File: src/rtl/vco_adc_pkg.sv
// vco_adc_pkg: shared types, defaults and helpers for the VCO-ADC capture path.
package vco_adc_pkg;

    localparam int NCH_DEF = 3;
    localparam int AW_DEF  = 9;
    localparam int DW_DEF  = 32;

    typedef enum logic [1:0] {
        ST_IDLE  = 2'd0,
        ST_RUN   = 2'd1,
        ST_STALL = 2'd2
    } cap_state_e;

    // A programmed depth of zero selects the full bank (2^aw words).
    function automatic int eff_depth(input int aw, input int depth);
        return (depth == 0) ? (1 << aw) : depth;
    endfunction

endpackage

File: src/rtl/rr_arbiter.sv
// rr_arbiter: one-hot round-robin grant; priority starts just after the last
// granted requester and returns to requester 0 on reset or clr.
module rr_arbiter #(
    parameter int NCH = 3,
    parameter int IW  = (NCH > 1) ? $clog2(NCH) : 1
) (
    input  logic           clk,
    input  logic           rst,
    input  logic           clr,
    input  logic           en,
    input  logic [NCH-1:0] req,
    output logic [NCH-1:0] gnt,
    output logic [IW-1:0]  gnt_idx,
    output logic           gnt_any
);

    logic [IW-1:0] ptr_q;

    // Scan requesters starting at the priority pointer, take the first one.
    always_comb begin
        int c;
        c       = 0;
        gnt     = '0;
        gnt_idx = '0;
        gnt_any = 1'b0;
        for (int i = 0; i < NCH; i++) begin
            c = int'(ptr_q) + i;
            if (c >= NCH) c = c - NCH;
            if (en && !gnt_any && req[c]) begin
                gnt[c]  = 1'b1;
                gnt_idx = IW'(c);
                gnt_any = 1'b1;
            end
        end
    end

    // Priority pointer moves to the requester after the one just granted.
    always_ff @(posedge clk or posedge rst) begin
        if (rst) begin
            ptr_q <= '0;
        end else if (clr) begin
            ptr_q <= '0;
        end else if (gnt_any) begin
            ptr_q <= (int'(gnt_idx) == NCH - 1) ? '0 : gnt_idx + 1'b1;
        end
    end

endmodule

File: src/rtl/adc_capture_scheduler.sv
// adc_capture_scheduler: collects per-channel decimator samples into one-entry
// holding registers and writes them round-robin into a ping-pong pair of SRAM
// banks, handing each finished bank to software with an interrupt.
module adc_capture_scheduler
    import vco_adc_pkg::*;
#(
    parameter int NCH = NCH_DEF,
    parameter int AW  = AW_DEF,
    parameter int DW  = DW_DEF
) (
    input  logic              wb_clk_i,
    input  logic              wb_rst_i,
    input  logic              start_i,
    input  logic              stop_i,
    input  logic [NCH-1:0]    ch_en_i,
    input  logic [AW-1:0]     depth_i,
    input  logic [NCH-1:0]    adc_dvalid_i,
    input  logic [NCH*DW-1:0] adc_dat_i,
    input  logic [1:0]        bank_ack_i,
    output logic [1:0]        mem_wenb_o,
    output logic [AW-1:0]     mem_waddr_o,
    output logic [DW-1:0]     mem_data_o,
    output logic [3:0]        wmask_o,
    output logic [1:0]        bank_full_o,
    output logic [AW:0]       fill_cnt_o,
    output logic [NCH-1:0]    overflow_o,
    output logic              irq_o,
    output logic              busy_o
);

    localparam int IW = (NCH > 1) ? $clog2(NCH) : 1;

    cap_state_e     state_q, state_d;
    logic           bank_q;
    logic [AW-1:0]  wptr_q;
    logic [AW:0]    fill_q;
    logic [AW:0]    depth_eff;
    logic [1:0]     full_q, full_d;
    logic [NCH-1:0] ovf_q;
    logic           irq_q;
    logic [NCH-1:0] vld_p0, vld_d, load, ovf_set;
    logic [DW-1:0]  hold_p0 [NCH];
    logic           active, accept, grant_en, last_wr;
    logic [NCH-1:0] gnt;
    logic [IW-1:0]  gnt_idx;
    logic           gnt_any;

    assign depth_eff   = (AW+1)'(eff_depth(AW, int'(depth_i)));
    assign active      = (state_q != ST_IDLE);
    assign accept      = active && !stop_i && !start_i;
    assign grant_en    = (state_q == ST_RUN) && !full_q[bank_q] && !stop_i && !start_i;
    assign last_wr     = gnt_any && ((fill_q + 1'b1) >= depth_eff);

    assign bank_full_o = full_q;
    assign fill_cnt_o  = fill_q;
    assign overflow_o  = ovf_q;
    assign irq_o       = irq_q;
    assign busy_o      = active;

    rr_arbiter #(.NCH(NCH), .IW(IW)) u_arb (
        .clk     (wb_clk_i),
        .rst     (wb_rst_i),
        .clr     (start_i),
        .en      (grant_en),
        .req     (vld_p0),
        .gnt     (gnt),
        .gnt_idx (gnt_idx),
        .gnt_any (gnt_any)
    );

    // Next state: stop beats start; stall while the active bank is still full.
    always_comb begin
        state_d = state_q;
        unique case (state_q)
            ST_IDLE:  if (start_i && !stop_i) state_d = ST_RUN;
            ST_RUN: begin
                if (stop_i)       state_d = ST_IDLE;
                else if (start_i) state_d = ST_RUN;
                else if (full_q[bank_q] && !bank_ack_i[bank_q]) state_d = ST_STALL;
            end
            ST_STALL: begin
                if (stop_i)       state_d = ST_IDLE;
                else if (start_i) state_d = ST_RUN;
                else if (bank_ack_i[bank_q] || !full_q[bank_q]) state_d = ST_RUN;
            end
            default:  state_d = ST_IDLE;
        endcase
    end

    // Per-channel capture: load when empty or being drained, else flag overflow.
    always_comb begin
        vld_d   = vld_p0 & ~gnt;
        load    = '0;
        ovf_set = '0;
        for (int k = 0; k < NCH; k++) begin
            if (accept && adc_dvalid_i[k] && ch_en_i[k]) begin
                if (!vld_p0[k] || gnt[k]) begin
                    load[k]  = 1'b1;
                    vld_d[k] = 1'b1;
                end else begin
                    ovf_set[k] = 1'b1;
                end
            end
        end
    end

    // Bank-full flags: software ack clears, a completed or stopped block sets (set wins).
    always_comb begin
        full_d = full_q & ~bank_ack_i;
        if (stop_i) begin
            if (active && (fill_q != '0)) full_d[bank_q] = 1'b1;
        end else if (start_i) begin
            full_d = '0;
        end else if (last_wr) begin
            full_d[bank_q] = 1'b1;
        end
    end

    // State register.
    always_ff @(posedge wb_clk_i or posedge wb_rst_i) begin
        if (wb_rst_i) state_q <= ST_IDLE;
        else          state_q <= state_d;
    end

    // p0: holding registers carry no reset; vld_p0 qualifies them.
    always_ff @(posedge wb_clk_i) begin
        for (int k = 0; k < NCH; k++) begin
            if (load[k]) hold_p0[k] <= adc_dat_i[k*DW +: DW];
        end
    end

    // p1: registered SRAM write port, bank pointers and status flags.
    always_ff @(posedge wb_clk_i or posedge wb_rst_i) begin
        if (wb_rst_i) begin
            vld_p0      <= '0;
            ovf_q       <= '0;
            full_q      <= '0;
            irq_q       <= 1'b0;
            bank_q      <= 1'b0;
            wptr_q      <= '0;
            fill_q      <= '0;
            mem_wenb_o  <= 2'b11;
            mem_waddr_o <= '0;
            mem_data_o  <= '0;
            wmask_o     <= '0;
        end else begin
            full_q     <= full_d;
            irq_q      <= 1'b0;
            mem_wenb_o <= 2'b11;
            wmask_o    <= '0;
            if (stop_i) begin
                vld_p0 <= '0;
                if (active && (fill_q != '0)) irq_q <= 1'b1;
            end else if (start_i) begin
                vld_p0 <= '0;
                ovf_q  <= '0;
                bank_q <= 1'b0;
                wptr_q <= '0;
                fill_q <= '0;
            end else if (active) begin
                vld_p0 <= vld_d;
                ovf_q  <= ovf_q | ovf_set;
                if (gnt_any) begin
                    mem_wenb_o  <= bank_q ? 2'b01 : 2'b10;
                    mem_waddr_o <= wptr_q;
                    mem_data_o  <= hold_p0[gnt_idx];
                    wmask_o     <= 4'hF;
                    if (last_wr) begin
                        wptr_q <= '0;
                        fill_q <= '0;
                        bank_q <= ~bank_q;
                        irq_q  <= 1'b1;
                    end else begin
                        wptr_q <= wptr_q + 1'b1;
                        fill_q <= fill_q + 1'b1;
                    end
                end
            end
        end
    end

endmodule
File: config.mk
export PLATFORM = sky130hd
export DESIGN_NAME = adc_capture_scheduler
export DESIGN_NICKNAME = d
export VERILOG_FILES = /design/src/rtl/vco_adc_pkg.sv /design/src/rtl/rr_arbiter.sv /design/src/rtl/adc_capture_scheduler.sv
export SDC_FILE = /design/constraint.sdc
export NUM_CORES = 1
export LEC_CHECK = 0
export ABC_AREA = 1
export CAP_MARGIN = 15
export CORE_AREA = 4 4 125 150
export DETAILED_ROUTE_END_ITERATION = 12
export DIE_AREA = 0 0 129 154
export GPL_TIMING_DRIVEN = 0
export PLACE_DENSITY = 0.75
export SETUP_SLACK_MARGIN = 0.05
export SLEW_MARGIN = 20
export SYNTH_ARGS = -nofsm -noshare
export SYNTH_HDL_FRONTEND = slang
export SYNTH_SLANG_ARGS = --single-unit
File: constraint.sdc
create_clock -name wb_clk_i -period 3.41 [get_ports wb_clk_i]
set_input_delay 0.5115 -clock wb_clk_i [delete_from_list [all_inputs] [get_ports wb_clk_i]]
set_output_delay 0.5115 -clock wb_clk_i [all_outputs]
set_load 0.02 [all_outputs]
# Word level (Yosys, flattened, before mapping)

Memories as Yosys holds them, arrays and structs flattened. A register that Yosys moved wholly into a read port is not among the register bits.
Cells that the tools add are included.

Memories kept: 1
Bits in writable memories: 96
Bits of input ports: 117
Output and inout bits: 64
Flip-flop bits (word level): 48

Memories:

| memory  | words | width | rd ports | clocked after memory_dff | wr ports | RTL line                    | text |
|---|---|---|---|---|---|---|---|
| hold_p0 | 3     | 32    | 1        | 1                        | 3        | adc_capture_scheduler.sv:42 | `logic [DW-1:0] hold_p0 [NCH];` |

Reductions and logical operators: 50
Eq/ne operators: 6
Bitwise logic cells: 11
Muxes and demuxes: 105
$add $sub $neg: 8
Magnitude comparators: 12

Operator list:

| cell                                                               | count |
|---|---|
| greater-or-equal comparator 32 x 1 -> 1 bit, second input constant | 3 |
| < comparator 32 x 4 -> 1 bit, second input constant                | 3 |
| 2-to-1 mux 32 bit                                                  | 3 |
| greater-or-equal comparator 32 x 3 -> 1 bit, second input constant | 2 |
| subtractor 32 x 3 -> 32 bit, second input constant                 | 2 |
| 2-to-1 mux 1 bit                                                   | 51 |
| 2-to-1 mux 10 bit                                                  | 5 |
| 2-to-1 mux 2 bit                                                   | 22 |
| 2-to-1 mux 9 bit                                                   | 4 |
| logical AND 1 bit                                                  | 24 |
| 2-to-1 mux 3 bit                                                   | 8 |
| 2-to-1 mux 4 bit                                                   | 4 |
| adder 10 x 1 -> 10 bit, second input constant                      | 1 |
| greater-or-equal comparator 10 bit                                 | 1 |
| nonzero test 10 bit                                                | 1 |
| adder 9 x 1 -> 9 bit, second input constant                        | 1 |
| logical NOT 1 bit                                                  | 9 |
| logical NOT 9 bit                                                  | 1 |
| OR 3 bit                                                           | 3 |
| AND reduction 4 bit                                                | 2 |
| nonzero test 2 bit                                                 | 4 |
| binary-select mux 1 bit (select 2 bit)                             | 3 |
| demux 1 bit (select 2 bit)                                         | 3 |
| case mux 2 bit (3 select lines)                                    | 1 |
| other kinds (24)                                                   | 31 |

# Depth between registers and ports, before layout

Gate-level depths: netlist of run 1.

Word-level depth: 23
Gate-level depth with buffers: 17
Gate-level depth less buffers: 17

# Cells and area by module

From an unflattened synthesis of run 1, not the netlist that was laid out.

Cells, all modules: 726
Area, all modules: 7651.1 µm²

By module, submodules not included:

| module                | area each (µm²) | cells each | sequential area each (µm²) | times used |
|---|---|---|---|---|
| adc_capture_scheduler | 7243.2          | 659        | 4762.1                     | 1 |
| rr_arbiter            | 407.9           | 67         | 50.0                       | 1 |

# Worst setup path after synthesis of run 1

No wires, ideal clock.

Path type: register to register
Start point: register u_arb.ptr_q[0]
End point: memory hold_p0[2][0] in the netlist's numbering (enable)
Path slack: 0.110 ns
Period minus slack after synthesis: 3.300 ns
Data arrival time: 2.879 ns
Stages on the path, launching flop included: 11
Buffers on the path: 0
Cells stage by stage: dfrtp_1 inv_1 ha_1 inv_1 nand2_1 nand3_1 nand2_1 nand3_2 nor3_2 nor2_1 nor2_1

RTL lines:

| what                   | RTL line                    | text |
|---|---|---|
| from (decl)            | rr_arbiter.sv:17            | `logic [IW-1:0] ptr_q;` |
| from (signal assigned) | rr_arbiter.sv:44            | `ptr_q <= (int'(gnt_idx) == NCH - 1) ? '0 : gnt_idx + 1'b1;` |
| to (decl)              | adc_capture_scheduler.sv:42 |  |

==> flow_summary_export.csv, run 1 <==
group,metric,value,unit
status,outcome,"finished, final reports clean",
drt,num_vias,6009,
synthesis,synth_seq_cells,173,
synthesis,yosysMostFrequentCell,"nand2_1",
power,power.switching,2.001,mW
clocking,cts.sinks,173,
sta,finalSetupViolCount,0,
synthesis,synth-edff-count,96,
sta,rsz0062_at_grt,"no",
flow_run,maxCapViolCount,0,
critical_path,r2r_end,"hold_p0[0][0]",
global_route,gr-total-overflow,0,
floorplanning,core-area,0.01737,mm^2
clocking,postCtsSetupRepairBufs,0,
synthesis,async_flop_share,44.51,%
synthesis,yosysTopAreaCell,"edfxtp_1",
synthesis,synth_fa_ha_area_share,2.781,%
floorplanning,dieHeight,154,um
critical_path,critical_path_class,"reg -> reg",
place,place.gp.congestion,0.8245,
layout,final_cell_area,0.01047,mm^2
critical_path,rrSetupSlack,0.44,ns
layout,fin_nets,1110,
critical_path,crit_path_end_kind,"register",
synthesis,postSynthCellCount,773,
sta,finalHoldViolCount,0,
synthesis,synth_xor_area_share,1.374,%
clocking,clockBufferDepth,2,
global_route,grt_pass1_wl,30570,um
synthesis,synth_area_leaders,"edfxtp_1 38%, dfrtp_1 25%, nand2_1 8.4%, nor2_1 5.8%, nand3_1 4.5%",
synthesis,ys_types,39,
layout,area_delta_synth_final,36.92,%
sta,fin_ws,0.4353,ns
power,combPwrFrac,27.6,%
synthesis,syn_nets,907,
power,switching_share,30.71,%
synthesis,ys.flop_type,"edfxtp_1",
floorplanning,die_area,0.01987,mm^2
drt,drt-initial-drc-count,398,
place,place_area,0.009856,mm^2
clocking,cts_root_buf,"clkbuf_16",
synthesis,yosys-top-cells-count,"172 x nand2_1, 119 x nor2_1, 96 x edfxtp_1",
sta,clock_skew,0.01658,ns
place,port_buffers,180,
clocking,clock_latency,0.43,ns
power,power-per-cell-area,621.9,mW/mm^2
global_route,grt_max_degree,55,
critical_path,critical_path.max_stage_delay,0.57,ns
synthesis,yosys.area.top_type_share,37.68,%
floorplanning,io_pins,181,
critical_path,cp.required,3.54,ns
sta,tightest_slew,0.6460,ns
floorplanning,initial_utilization,44.03,%
sta,fin_crit_sh,87.23,%
critical_path,crit_top_cell,"inv_1",
clocking,cts.hold.buffers_added,0,
synthesis,syn_avg_cell_area,9.896,um^2
place,dpl_worst_slack,0.02398,ns
synthesis,synthSimpleGateAreaFrac,22.57,%
clocking,cts_tree,"yes",
critical_path,startpoint_type,"register",
global_route,antenna_found_initial,0,
clocking,htree_levels,4,
sta,setup_tns,0,ns
critical_path,worstPathCellList,"inv_1, ha_1, inv_1, nand2_1, nand3_1, nand2_1, nand3_2, nor2_4, inv_1, o21ai_0, and2_2, buf_16",
critical_path,path_max_fanout,17,
hold_path,hold_path_class,"in -> async",
drt,vias_per_cell,4.970,
floorplanning,die_w,129,um
power,peakVddDrop,0.0003941,V
synthesis,ys_seq_area_share,62.90,%
drt,first_pass_iters,5,
drt,ant_nets,0,
critical_path,reg2regPathDepth,12,
sta,max_slew_margin,56.93,%
drt,wl_per_cell,16.20,um
synthesis,yosysWarningCount,0,
drt,drt-total-wl,19590,um
critical_path,reg2reg_from,"u_arb.ptr_q[0]",
power,p_clk_share,30.9,%
layout,drive_gt1_share,8.595,%
sta,slew_viol_final,0,
power,seqPwrFrac,41.5,%
critical_path,cpMaxStageDelayCell,"and2_2",
synthesis,synth_top_family_by_area,"simple AND/OR/NAND/NOR gates",
sta,fin_crit,2.975,ns
synthesis,synth_compound_area_share,4.351,%
power,p_leak,4.422,nW
place,hpwlAfterDp,14520,um
global_route,grt_usage,19.95,%
global_route,grt_pass1_vias,6128,
power,p_int,4.513,mW
floorplanning,num_rows,53,
synthesis,muxShareOfSynthArea,0,%
layout,num_antenna_cells,0,
synthesis,syn-cell-area,0.007650,mm^2
drt,drc,0,
clocking,path_clk_slew,0.07,ns
clocking,cts_buffers,17,
critical_path,arrival,3.10,ns
sta,fmaxAchievable,336.2,MHz
## area by class of cell
| class | count | area, um^2 |
|---|---|---|
| Fill cell | 1453 | 6900 |
| Sequential cell | 173 | 4812 |
| Multi-Input combinational cell | 489 | 2401 |
| Timing Repair Buffer | 184 | 1912 |
| Clock buffer | 18 | 429.2 |
| Inverter | 87 | 331.6 |
| Tap cell | 220 | 275.3 |
| Clock inverter | 14 | 181.4 |
| Buffer | 24 | 131.4 |
## how the worst max path moves through the flow
stage | start | endpoint | slack (ns) | cells after the start
final | u_arb.ptr_q[0] | hold_p0[0][0] | 0.44 | 12
after global routing | fill_cnt_o[0] | bank_q | 0.09 | 15
after CTS | fill_cnt_o[0] | bank_q | 0.28 | 15
after detailed placement | stop_i | hold_p0[0][3] | 0.02 | 10
after global placement | stop_i | hold_p0[2][28] | -1.49 | 8
after floorplan | u_arb.ptr_q[0] | hold_p0[2][0] | 0.11 | 10
## cells by family after synthesis
| group | count (synthesis) |
|---|---|
| simple gates | 399 |
| flops | 173 |
| buf+inv | 111 |
| compound gates | 61 |
| fa+ha+maj | 17 |
| xor+xnor | 12 |
## routing by layer
layer,up-vias,share of wire (%),track usage [%]
li1,2937,-,-
met1,2840,39,22.96
met2,201,53,35.45
met3,31,5.9,4.864
met4,0,2.5,7.604
met5,-,0,0
## per-stage QoR
stage	total power, mW	utilization [%]	hold slack (ns)	instances
6_report	6.514	60.28	0.4187	1209
5_1_grt	6.813	60.28	0.4466	1209
4_1_cts	6.562	60.24	0.4251	1209
3_5_place_dp	4.543	56.73	0.4623	1177
3_3_place_gp	4.494	55.98	0.4572	1173
2_1_floorplan	3.633	-	0.4689	773
## cell usage in the layout, fill, tap and decap left out, types with 3 or more instances in the layout
| cell type | n |
|---|---|
| a21oi_1 | 15 |
| buf_1 | 4 |
| buf_16 | 4 |
| buf_2 | 8 |
| buf_4 | 4 |
| bufinv_16 | 3 |
| clkbuf_1 | 6 |
| clkbuf_16 | 17 |
| clkdlybuf4s50_1 | 180 |
| dfrtp_1 | 75 |
| edfxtp_1 | 96 |
| ha_1 | 17 |
| inv_1 | 80 |
| inv_2 | 5 |
| inv_6 | 5 |
| nand2_1 | 171 |
| nand2_2 | 5 |
| nand3_1 | 69 |
| nand3_2 | 3 |
| nand4_1 | 9 |
| nor2_1 | 117 |
| nor2_4 | 4 |
| nor4_1 | 4 |
| o211ai_1 | 3 |
| o21ai_0 | 29 |
| o21ai_1 | 4 |
| o22ai_1 | 4 |
| or2_2 | 8 |
| xor2_1 | 10 |
## state kept, by name (all words and copies together) (netlist names)
signal,count
irq_o,1
mem_waddr_o,9
bank_full_o,2
mem_data_o,32
overflow_o,3
mem_wenb_o,2
vld_p0,3
state_q,2
bank_q,1
wmask_o,1
u_arb.ptr_q,2
hold_p0,96
wptr_q,9
fill_cnt_o,10
## what timing repair did
action / CTS / global route
endpoints found under the setup margin: 0 / 12
hold endpoints to repair: 0 / 0
resized for setup: 0 / 2
## power by group through the flow
stage / Clock [mW] / Combinational, mW / Sequential, mW
5_1_grt: 2.12 / 1.96 / 2.74
4_1_cts: 2.04 / 1.82 / 2.70
3_5_place_dp: 0 / 1.81 / 2.74
2_1_floorplan: 0 / 0.631 / 3.00
3_3_place_gp: 0 / 1.76 / 2.73
6_report: 2.02 / 1.80 / 2.70
## worst max-delay path, delay by kind of cell (launching register included)
kind                       cells  cell delay, ns
and+or+nand+nor                6            1.06
buffers and inverters          4            0.54
adders and majority gates      1            0.40
DFF                            1            0.37
AOI/OAI and AO/OA              1            0.30
Power figures use the tool's default switching activity.
==> run 2: changes to the inputs <==
--- a/config.mk
+++ b/config.mk
@@ -8,9 +8,9 @@
 export ABC_AREA = 1
 export CAP_MARGIN = 15
 export CORE_AREA = 4 4 125 150
+export CTS_CLUSTER_SIZE = 25
 export DETAILED_ROUTE_END_ITERATION = 12
 export DIE_AREA = 0 0 129 154
-export GPL_TIMING_DRIVEN = 0
 export PLACE_DENSITY = 0.75
 export SETUP_SLACK_MARGIN = 0.05
 export SLEW_MARGIN = 20
==> flow_summary_export.csv, run 2 (synthesized netlist as in run 1, its figures left out) <==
group,metric,value,unit
status,outcome,"finished, final reports clean",
layout,largest-register,"hold_p0",
sta,clock_skew,0.01129,ns
sta,finalSetupViolCount,0,
drt,wl_per_cell,15.53,um
global_route,grt_pass1_vias,5895,
drt,drt-initial-drc-count,312,
hold_path,min_from,"mem_waddr_o[3]",
floorplanning,io_pins,181,
layout,drive_gt1_share,7.827,%
power,seqPwrFrac,42.8,%
clocking,cts.sinks,173,
floorplanning,core-area,0.01737,mm^2
floorplanning,die_w,129,um
floorplanning,initial_utilization,44.03,%
sta,fin_crit,2.995,ns
clocking,path_clk_slew,0.07,ns
power,combPwrFrac,27.9,%
critical_path,cp.required,3.70,ns
power,p_leak,4.332,nW
critical_path,reg2reg_from,"fill_cnt_o[0]",
global_route,grt_max_degree,50,
power,switching_share,30.97,%
sta,tightest_slew,0.9200,ns
critical_path,rrSetupSlack,0.42,ns
hold_path,hold_path_class,"reg -> reg",
layout,final_common_cell,"clkdlybuf4s50_1",
sta,max_slew_margin,38.67,%
sta,finalHoldViolCount,0,
layout,fin_nets,1092,
layout,fin_cells,1192,
drt,drc,0,
global_route,grt_usage,18.73,%
sta,fin_crit_sh,87.82,%
floorplanning,die_area,0.01987,mm^2
drt,first_pass_iters,4,
drt,ant_nets,0,
floorplanning,num_rows,53,
drt,vias_per_cell,4.888,
place,port_buffers,180,
place,place.gp.congestion,0.8677,
critical_path,r2r_end,"bank_q",
layout,mostFrequentLayoutCells,"180 x clkdlybuf4s50_1, 172 x nand2_1, 116 x nor2_1, 96 x edfxtp_1, 80 x inv_1",
power,p_clk_share,29.3,%
clocking,clock_latency,0.42,ns
critical_path,path_max_fanout,6,
power,peakVddDrop,0.0003367,V
drt,num_vias,5826,
drt,drt-total-wl,18520,um
clocking,postCtsSetupRepairBufs,0,
power,p_int,4.351,mW
place,hpwlAfterDp,13230,um
global_route,gr-total-overflow,0,
sta,fmaxAchievable,333.9,MHz
clocking,clockBufferDepth,2,
sta,slew_viol_final,0,
global_route,antenna_found_initial,1,
critical_path,crit_path_end_kind,"register",
clocking,cts_root_buf,"clkbuf_16",
sta,rsz0062_at_grt,"no",
floorplanning,dieHeight,154,um
hold_path,worstHoldEndpoint,"mem_waddr_o[3]",
sta,setup_tns,0,ns
layout,area_delta_synth_final,34.64,%
clocking,cts_tree,"yes",
critical_path,critical_path_class,"reg -> reg",
critical_path,reg2regPathDepth,17,
critical_path,startpoint_type,"register",
hold_path,holdPathStages,2,
critical_path,arrival,3.28,ns
place,place_inst,1159,
clocking,cts_buffers,17,
flow_run,maxCapViolCount,0,
global_route,grt_pass1_wl,29040,um
layout,largest_reg_flops,96,
power,power.switching,1.951,mW
power,power-per-cell-area,611.9,mW/mm^2
clocking,htree_levels,4,
run 2: area by class of cell:
| cell class | instances | area (um^2) |
|---|---|---|
| clock buffer | 19 | 432.9 |
| antenna | 1 | 2.502 |
| sequential | 173 | 4812 |
| tap | 220 | 275.3 |
| inverter | 87 | 330.3 |
| multi-input combinational | 489 | 2401 |
| clock inverter | 13 | 131.4 |
| timing repair buffer | 190 | 1914 |
| fill | 1473 | 7074 |
run 2: repair_timing:
item,in CTS,in global routing
hold buffers,0,0
resized for setup,0,2
endpoints found under the setup margin,0,12
run 2: power by group through the flow:
stage / Combinational (mW) / Clock [mW] / Sequential [mW]
2_1_floorplan: 0.631 / 0 / 3.00
3_3_place_gp: 1.76 / 0 / 2.73
3_5_place_dp: 1.77 / 0 / 2.74
4_1_cts: 1.78 / 1.89 / 2.70
5_1_grt: 1.91 / 1.98 / 2.73
6_report: 1.76 / 1.85 / 2.70
run 2: worst max-delay path by stage:
stage / startpoint / endpoint / slack (ns)
final: fill_cnt_o[0] / bank_q / 0.42
after global routing: fill_cnt_o[0] / bank_q / 0.09
after CTS: fill_cnt_o[0] / bank_q / 0.35
after detailed placement: depth_i[0] / bank_q / 0.34
after global placement: stop_i / hold_p0[0][3] / 0.45
after floorplan: u_arb.ptr_q[0] / hold_p0[2][0] / 0.11
run 2: critical path: stages (launching register included):
cell and delay [ns]:
dfrtp_1 0.40, ha_1 0.21, nand3_1 0.15, nor2_1 0.17, inv_1 0.08, nor2_1 0.12, nand2_1 0.10, xnor2_1 0.17
ha_1 0.32, nand2_1 0.07, nor2_1 0.16, o211ai_1 0.14, nand4_1 0.14, nand2_1 0.11, nand2_1 0.20, nand2_1 0.10
inv_1 0.15, o21ai_0 0.10
run 2: metrics by stage:
step	hold slack, ns	utilization [%]	area, um^2	setup WS [ns]	total power, mW
finish	0.4777	59.28	10300	0.4152	6.302
global route	0.4980	59.28	10300	0.08595	6.629
CTS	0.4839	59.23	10290	0.3550	6.366
detailed placement	0.4666	55.98	9726	0.3407	4.511
global placement	0.4587	55.98	9726	0.4525	4.487
floorplan	0.4689	-	7650	0.1101	3.633
run 2: layer usage:
layer	wire [um]	share of wire [%]	GRT usage, %	up-vias
li1	-	-	-	2904
met1	7304	39	21.85	2715
met2	9624	52	33.13	181
met3	1150	6.2	4.413	26
met4	437	2.4	7.004	0
met5	0	0	0	-
